--- src/rtl/weight_loader_pkg.sv ---
// weight_loader_pkg
// Shared definitions for the weight/bias loader and the parameter memories
// it feeds: frame opcodes, FSM state encoding and default memory geometry.
// No ports (package).

package weight_loader_pkg;

    // Frame opcodes (first byte of every frame)
    localparam logic [7:0] OP_WEIGHT = 8'hA5;
    localparam logic [7:0] OP_BIAS   = 8'h5B;

    // Loader FSM state encoding
    localparam logic [3:0] ST_IDLE    = 4'd0;
    localparam logic [3:0] ST_HDR_ALO = 4'd1;
    localparam logic [3:0] ST_HDR_AHI = 4'd2;
    localparam logic [3:0] ST_HDR_CLO = 4'd3;
    localparam logic [3:0] ST_HDR_CHI = 4'd4;
    localparam logic [3:0] ST_PAYLOAD = 4'd5;
    localparam logic [3:0] ST_CKSUM   = 4'd6;
    localparam logic [3:0] ST_DONE    = 4'd7;
    localparam logic [3:0] ST_ERR     = 4'd8;

    // Geometry shared with the weight (Q1.7) and bias (Q8.8) memories
    localparam int DEF_WEIGHT_WIDTH = 8;
    localparam int DEF_W_DEPTH      = 2048;
    localparam int DEF_W_ADDR_WIDTH = 11;
    localparam int DEF_BIAS_WIDTH   = 16;
    localparam int DEF_B_DEPTH      = 64;
    localparam int DEF_B_ADDR_WIDTH = 6;

endpackage

--- src/rtl/weight_loader_cksum.sv ---
// weight_loader_cksum
// 8-bit mod-256 running sum of frame bytes.
// Ports:
//   clk, rst_n : clock, asynchronous active-low reset
//   clear      : restart the sum (loads data instead when add is also set)
//   add        : accumulate data this cycle
//   data       : byte to accumulate
//   zero       : the sum including the current data byte is zero

module weight_loader_cksum (
    input  logic       clk,
    input  logic       rst_n,
    input  logic       clear,
    input  logic       add,
    input  logic [7:0] data,
    output logic       zero
);

    logic [7:0] sum;
    logic [7:0] sum_plus;

    assign sum_plus = sum + data;

    // zero looks ahead by one byte so the loader can decide DONE/ERR on the
    // same edge that accepts the checksum byte.
    assign zero = (sum_plus == 8'd0);

    always_ff @(posedge clk or negedge rst_n) begin
        if (!rst_n) begin
            sum <= 8'd0;
        end else if (clear) begin
            sum <= add ? data : 8'd0;
        end else if (add) begin
            sum <= sum_plus;
        end
    end

endmodule

--- src/rtl/weight_loader.sv ---
// weight_loader
// Host-side writer for the weight (Q1.7) and bias (Q8.8) RAMs. Decodes a
// framed byte stream OP, ADDR_LO, ADDR_HI, CNT_LO, CNT_HI, payload, CKSUM
// and writes the payload entries, then checks the mod-256 frame sum.
// Ports:
//   clk, rst_n                      : clock, asynchronous active-low reset
//   s_data, s_valid, s_ready        : byte stream in (valid/ready)
//   w_wr_en, w_wr_addr, w_wr_data   : weight RAM write port
//   b_wr_en, b_wr_addr, b_wr_data   : bias RAM write port
//   busy                            : frame in progress
//   done / err                      : one-cycle frame good / frame bad pulses
// Optional build macro: WEIGHT_LOADER_TIMEOUT_EN adds an inter-byte timeout
// of TIMEOUT_CYCLES idle cycles while busy.

module weight_loader
    import weight_loader_pkg::*;
#(
    parameter int WEIGHT_WIDTH   = DEF_WEIGHT_WIDTH,
    parameter int W_DEPTH        = DEF_W_DEPTH,
    parameter int W_ADDR_WIDTH   = DEF_W_ADDR_WIDTH,
    parameter int BIAS_WIDTH     = DEF_BIAS_WIDTH,
    parameter int B_DEPTH        = DEF_B_DEPTH,
    parameter int B_ADDR_WIDTH   = DEF_B_ADDR_WIDTH,
    parameter int TIMEOUT_CYCLES = 65535
) (
    input  logic                    clk,
    input  logic                    rst_n,
    input  logic [7:0]              s_data,
    input  logic                    s_valid,
    output logic                    s_ready,
    output logic                    w_wr_en,
    output logic [W_ADDR_WIDTH-1:0] w_wr_addr,
    output logic [WEIGHT_WIDTH-1:0] w_wr_data,
    output logic                    b_wr_en,
    output logic [B_ADDR_WIDTH-1:0] b_wr_addr,
    output logic [BIAS_WIDTH-1:0]   b_wr_data,
    output logic                    busy,
    output logic                    done,
    output logic                    err
);

    logic [3:0]  state;
    logic        is_bias;
    logic [15:0] addr;
    logic [15:0] count;
    logic [7:0]  lo_q;
    logic        lo_held;

    logic        accept;
    logic        is_op;
    logic [15:0] hdr_count;
    logic [16:0] range_end;
    logic [16:0] depth;
    logic        high_bits_set;
    logic        range_bad;
    logic        cks_clear;
    logic        cks_add;
    logic        cks_zero;
    logic        timeout_hit;

    assign s_ready = (state != ST_DONE) && (state != ST_ERR);
    assign accept  = s_valid && s_ready;
    assign busy    = (state != ST_IDLE);
    assign done    = (state == ST_DONE);
    assign err     = (state == ST_ERR);
    assign is_op   = (s_data == OP_WEIGHT) || (s_data == OP_BIAS);

    // Header range check, evaluated with the CNT_HI byte still on s_data.
    // A 17-bit sum avoids wrap; base bits above the RAM address width are
    // rejected separately so base == depth with count == 0 also fails.
    always_comb begin
        hdr_count     = {s_data, count[7:0]};
        range_end     = {1'b0, addr} + {1'b0, hdr_count};
        depth         = is_bias ? 17'(B_DEPTH) : 17'(W_DEPTH);
        high_bits_set = is_bias ? ((addr >> B_ADDR_WIDTH) != 16'd0)
                                : ((addr >> W_ADDR_WIDTH) != 16'd0);
        range_bad     = (range_end > depth) || high_bits_set;
    end

    // The sum restarts in IDLE and is seeded by the opcode byte; dropped
    // garbage bytes in IDLE never reach it.
    assign cks_clear = (state == ST_IDLE);
    assign cks_add   = accept && ((state != ST_IDLE) || is_op);

    weight_loader_cksum u_cksum (
        .clk   (clk),
        .rst_n (rst_n),
        .clear (cks_clear),
        .add   (cks_add),
        .data  (s_data),
        .zero  (cks_zero)
    );

`ifdef WEIGHT_LOADER_TIMEOUT_EN
    localparam int TW = $clog2(TIMEOUT_CYCLES + 1);

    logic [TW-1:0] idle_cnt;
    logic          waiting;

    assign waiting     = busy && (state != ST_DONE) && (state != ST_ERR);
    assign timeout_hit = waiting && !accept && (idle_cnt == TW'(TIMEOUT_CYCLES - 1));

    always_ff @(posedge clk or negedge rst_n) begin
        if (!rst_n) begin
            idle_cnt <= '0;
        end else if (!waiting || accept) begin
            idle_cnt <= '0;
        end else begin
            idle_cnt <= idle_cnt + 1'b1;
        end
    end
`else
    assign timeout_hit = 1'b0;
`endif

    always_ff @(posedge clk or negedge rst_n) begin
        if (!rst_n) begin
            state     <= ST_IDLE;
            is_bias   <= 1'b0;
            addr      <= 16'd0;
            count     <= 16'd0;
            lo_q      <= 8'd0;
            lo_held   <= 1'b0;
            w_wr_en   <= 1'b0;
            w_wr_addr <= '0;
            w_wr_data <= '0;
            b_wr_en   <= 1'b0;
            b_wr_addr <= '0;
            b_wr_data <= '0;
        end else begin
            w_wr_en <= 1'b0;
            b_wr_en <= 1'b0;
            case (state)
                ST_IDLE: begin
                    if (accept && is_op) begin
                        is_bias <= (s_data == OP_BIAS);
                        lo_held <= 1'b0;
                        state   <= ST_HDR_ALO;
                    end
                end
                ST_HDR_ALO: begin
                    if (accept) begin
                        addr[7:0] <= s_data;
                        state     <= ST_HDR_AHI;
                    end
                end
                ST_HDR_AHI: begin
                    if (accept) begin
                        addr[15:8] <= s_data;
                        state      <= ST_HDR_CLO;
                    end
                end
                ST_HDR_CLO: begin
                    if (accept) begin
                        count[7:0] <= s_data;
                        state      <= ST_HDR_CHI;
                    end
                end
                ST_HDR_CHI: begin
                    if (accept) begin
                        count[15:8] <= s_data;
                        if (range_bad) begin
                            state <= ST_ERR;
                        end else if (hdr_count == 16'd0) begin
                            state <= ST_CKSUM;
                        end else begin
                            state <= ST_PAYLOAD;
                        end
                    end
                end
                ST_PAYLOAD: begin
                    if (accept) begin
                        if (!is_bias) begin
                            w_wr_en   <= 1'b1;
                            w_wr_addr <= addr[W_ADDR_WIDTH-1:0];
                            w_wr_data <= WEIGHT_WIDTH'(s_data);
                            addr      <= addr + 16'd1;
                            count     <= count - 16'd1;
                            if (count == 16'd1) begin
                                state <= ST_CKSUM;
                            end
                        end else if (!lo_held) begin
                            lo_q    <= s_data;
                            lo_held <= 1'b1;
                        end else begin
                            b_wr_en   <= 1'b1;
                            b_wr_addr <= addr[B_ADDR_WIDTH-1:0];
                            b_wr_data <= BIAS_WIDTH'({s_data, lo_q});
                            lo_held   <= 1'b0;
                            addr      <= addr + 16'd1;
                            count     <= count - 16'd1;
                            if (count == 16'd1) begin
                                state <= ST_CKSUM;
                            end
                        end
                    end
                end
                ST_CKSUM: begin
                    if (accept) begin
                        state <= cks_zero ? ST_DONE : ST_ERR;
                    end
                end
                ST_DONE: state <= ST_IDLE;
                ST_ERR:  state <= ST_IDLE;
                default: state <= ST_IDLE;
            endcase

            // Timeout overrides whatever the idle state would have done.
            if (timeout_hit) begin
                state <= ST_ERR;
            end
        end
    end

endmodule

--- config.mk ---
export PLATFORM = sky130hd
export DESIGN_NAME = weight_loader
export DESIGN_NICKNAME = d
export VERILOG_FILES = /design/src/rtl/weight_loader_pkg.sv /design/src/rtl/weight_loader_cksum.sv /design/src/rtl/weight_loader.sv
export SDC_FILE = /design/constraint.sdc
export NUM_CORES = 1
export LEC_CHECK = 0
export ABC_AREA = 0
export BUFFER_PORTS_ARGS = -buffer_cell sky130_fd_sc_hd__clkbuf_2
export CAP_MARGIN = 20
export CORE_MARGIN = 2
export CORE_UTILIZATION = 40
export CTS_BUF_LIST = sky130_fd_sc_hd__clkbuf_8
export DETAILED_ROUTE_END_ITERATION = 16
export PLACE_DENSITY_LB_ADDON = 0.12
export SYNTH_ARGS = -nofsm -noshare
export SYNTH_HDL_FRONTEND = slang
export SYNTH_SLANG_ARGS = --single-unit
--- constraint.sdc ---
create_clock -name clk -period 7 [get_ports clk]
set_input_delay 1.05 -clock clk [delete_from_list [all_inputs] [get_ports clk]]
set_output_delay 1.05 -clock clk [all_outputs]
set_load 0.02 [all_outputs]
==> flow_summary.toml <==
[outcome]
status = "completed"

[floorplan]
die-height_um = 126.9
initial_core_util_pct = 41.27
rows = 44
coreArea_sq_um = 14640
io-pin-count = 58
die_w_um = 126.9
dieArea_sq_um = 16110

[detailed_routing]
firstDrtPassIters = 5
wl_met3_um = 932
num_vias = 5391
detail-route-antenna-nets = 0
wirelength_um = 17040
remaining_drc_errors = 0
viasPerCell = 5.892
drt_iter0_markers = 491
routed.top_layer = "met4"
wl_per_cell_um = 18.62
wl_met2_um = 7888
m1WireLength_um = 7859

[cts]
ctsHoldBuffers = 0
cts_buffers = 9
cts_sinks = 97
clk_path_buf_depth = 2
cts.htree.levels = 3
clk_latency_ns = 0.38
cts_resized = 0
root_buffer = "clkbuf_8"
clkSlewWorstSetupHoldPaths_ns = 0.10
postCtsSetupBuffers = 0
cts_tree = "built"

[synthesis]
synth_mux_area_share_pct = 5.880
synthAdderAreaFrac_pct = 6.460
syn_nets = 725
syn_area_per_cell_sq_um = 8.835
ys_ff_latch = 97
synthXorXnorAreaFrac_pct = 2.112
ys_seq_area_share_pct = 40.17
synth-compound-area-share_pct = 21.28
ys_warn_count = 0
synth-simple-area-share_pct = 19.96
synth_cell_types = 73
synthFlopType = "dfrtp_1"
synthCells = 684
synth_area_sq_um = 6043
synth_edf_count = 0
synth_top_family_by_area = "compound AO/OA/AOI/OAI gates"
async_flop_share_pct = 100.0

[power_and_ir_drop]
peakVddDrop_mv = 0.2483
leakage_nw = 3.114
p_per_area_nw_per_um2 = 451.5
finalPower_mw = 3.014

[sta]
tns_ns = 0
period_share_pct = 67.52
final.setup_skew_ns = 0.009269
tightest_slew_ns = 1.033
rsz0062_at_grt = "no"
max_freq_ghz = 0.2116
maxSlewHeadroom_pct = 31.01
hold_violations = 0
finalSetupViolCount = 0
min_period_ns = 4.727
finalMaxSlewViolations = 0
setup_ws_ns = 2.273

[worst_setup_path]
crit_path_start_kind = "input port"
crit_required_ns = 7.29
max_stage_delay_ns = 0.57
crit_family = "simple AND/OR/NAND/NOR gates"
worstPathArrival_ns = 5.01
path_cells = "clkbuf_2, ha_1, a21oi_1, nand2b_1, o31ai_1, o21a_1, nor2_1, xnor2_1, ha_1, nand2b_1, and3_1, nand3_1, a41o_1, or4_1, or4b_4, o31ai_1"
path_buf_inv = 1
cp_slowest_cell = "or4b_4"
endpoint_kind = "register"
crit_fanout = 10
critical_path_class = "in2reg"

[cells_and_area]
design_area_sq_um = 6676
final_cell_mix = "nand2_1, dfrtp_1, clkbuf_2"
fillers = 1449
drive_gt1_share_pct = 16.69
final_cells = 915
layout_commonest_cell = "nand2_1"
final_nets = 767
area_delta_synth_final_pct = 10.48
diodes = 0

[place]
gp_routability_congestion = 0.8854
dp_hpwl_um = 12050
post-place-ws_ns = 1.907
place_area_sq_um = 6455
dp.cells = 898
portBuffers = 57

[grt]
grt_max_degree = 75
antenna_found_initial = 0
grt_pass1_wl_um = 27520
grtUsageTotal_pct = 21.50
grt_overflow = 0
grt_pass1_vias = 5106

[run]
cap_violations = 0

[worst_hold_path]
hold_path_class = "reg2reg"
sequential cells by signal, summed over array words and instances, names as in the netlist:
register / cells
addr: 16
b_wr_data: 16
count: 16
w_wr_addr: 11
lo_q: 8
u_cksum.sum: 8
w_wr_data: 8
b_wr_addr: 6
state: 4
b_wr_en: 1
is_bias: 1
lo_held: 1
w_wr_en: 1
layout make-up:
type	instances	area, sq um	share of cell area [%]
Timing Repair Buffer	62	345.3	5.172
Tap cell	184	230.2	3.448
Inverter	29	108.9	1.630
Clock buffer	11	151.4	2.268
Multi-Input combinational cell	527	3371	50.49
Sequential cell	97	2427	36.36
Clock inverter	5	42.54	0.6372
path summary, 6_finish.rpt:
| check | slack [ns] | cells past startpoint | from | to |
|---|---|---|---|---|
| min | 0.48 | 2 | w_wr_addr[6]$_DFFE_PN0P_ | w_wr_addr[6]$_DFFE_PN0P_ |
| max | 2.27 | 16 | s_data[0] | state[1]$_DFFE_PN0P_ |
| max in group asynchronous | 5.18 | 2 | rst_n | u_cksum.sum[0]$_DFFE_PN0P_ |
| min in group asynchronous | 0.55 | 1 | rst_n | count[1]$_DFFE_PN0P_ |
| max reg2reg | 2.71 | 15 | addr[4]$_DFFE_PN0P_ | state[1]$_DFFE_PN0P_ |
| min reg2reg | 0.48 | 2 | w_wr_addr[6]$_DFFE_PN0P_ | w_wr_addr[6]$_DFFE_PN0P_ |
power breakdown:
group | internal, mW | switching [mW] | total (mW) | leakage (nW)
registers | 0.761 | 0.249 | 1.01 | 1.22
logic | 0.676 | 0.958 | 1.63 | 1.79
clock network | 0.155 | 0.215 | 0.370 | 0.103
total | 1.59 | 1.42 | 3.01 | 3.11
through the flow:
step	utilization (%)	hold WS [ns]
floorplan	-	0.4656
finish	45.59	0.4808
CTS	45.40	0.4887
detailed placement	44.08	0.4638
global route	45.59	0.5028
global placement	44.08	0.4585
cell usage after synthesis (2+ instances only):
cell type	n	share of area, %
nand2_1	102	6.3
dfrtp_1	97	40
a21oi_1	55	4.6
nor2_1	48	3.0
o21ai_0	44	3.6
ha_1	28	5.8
mux2_2	28	5.2
inv_1	27	1.7
clkbuf_1	23	1.4
nor3_1	19	1.6
nand3_1	17	1.4
o22a_1	13	1.9
a31oi_1	12	1.2
o22ai_1	11	1.1
nand4_1	10	1.0
a21o_1	9	1.1
and3_1	8	0.83
nand2b_1	7	0.72
o31ai_1	7	0.87
nor4_1	6	0.62
or4_1	6	0.75
xnor2_1	6	0.87
xor2_1	6	0.87
a22o_1	5	0.72
buf_2	5	0.41
o21a_1	5	0.62
or2_2	5	0.52
a211oi_1	4	0.50
a41o_1	4	0.66
mux2i_1	4	0.66
nor2b_1	4	0.41
o211ai_1	4	0.50
or3_1	4	0.41
nor3b_1	3	0.37
a21boi_0	2	0.25
a21o_2	2	0.29
buf_6	2	0.37
fa_1	2	0.66
nand3b_1	2	0.25
nor4b_1	2	0.29
o2111ai_1	2	0.29
o21bai_1	2	0.25
o41ai_1	2	0.29
tightest hold or removal path: stages (launching register included):
cell     delay [ns]
dfrtp_1        0.35
nand2_1        0.05
nand2_1        0.05
layer usage:
layer | global-route usage [%] | vias up
li1 | - | 2586
met1 | 29.74 | 2606
met2 | 34.35 | 176
met3 | 3.922 | 23
met4 | 6.852 | 0
met5 | 0 | -
cells by family (layout without fill, tap and decap cells):
| group | after synthesis | in the layout |
|---|---|---|
| flip-flops | 97 | 97 |
| AND/OR/NAND/NOR | 252 | 252 |
| adder cells (fa/ha/maj) | 30 | 30 |
| multiplexers | 32 | 32 |
| buffers and inverters | 60 | 107 |
| XOR/XNOR | 13 | 13 |
| AO/OA/AOI/OAI | 200 | 200 |
Note: power is estimated with default switching activity, not from simulation.
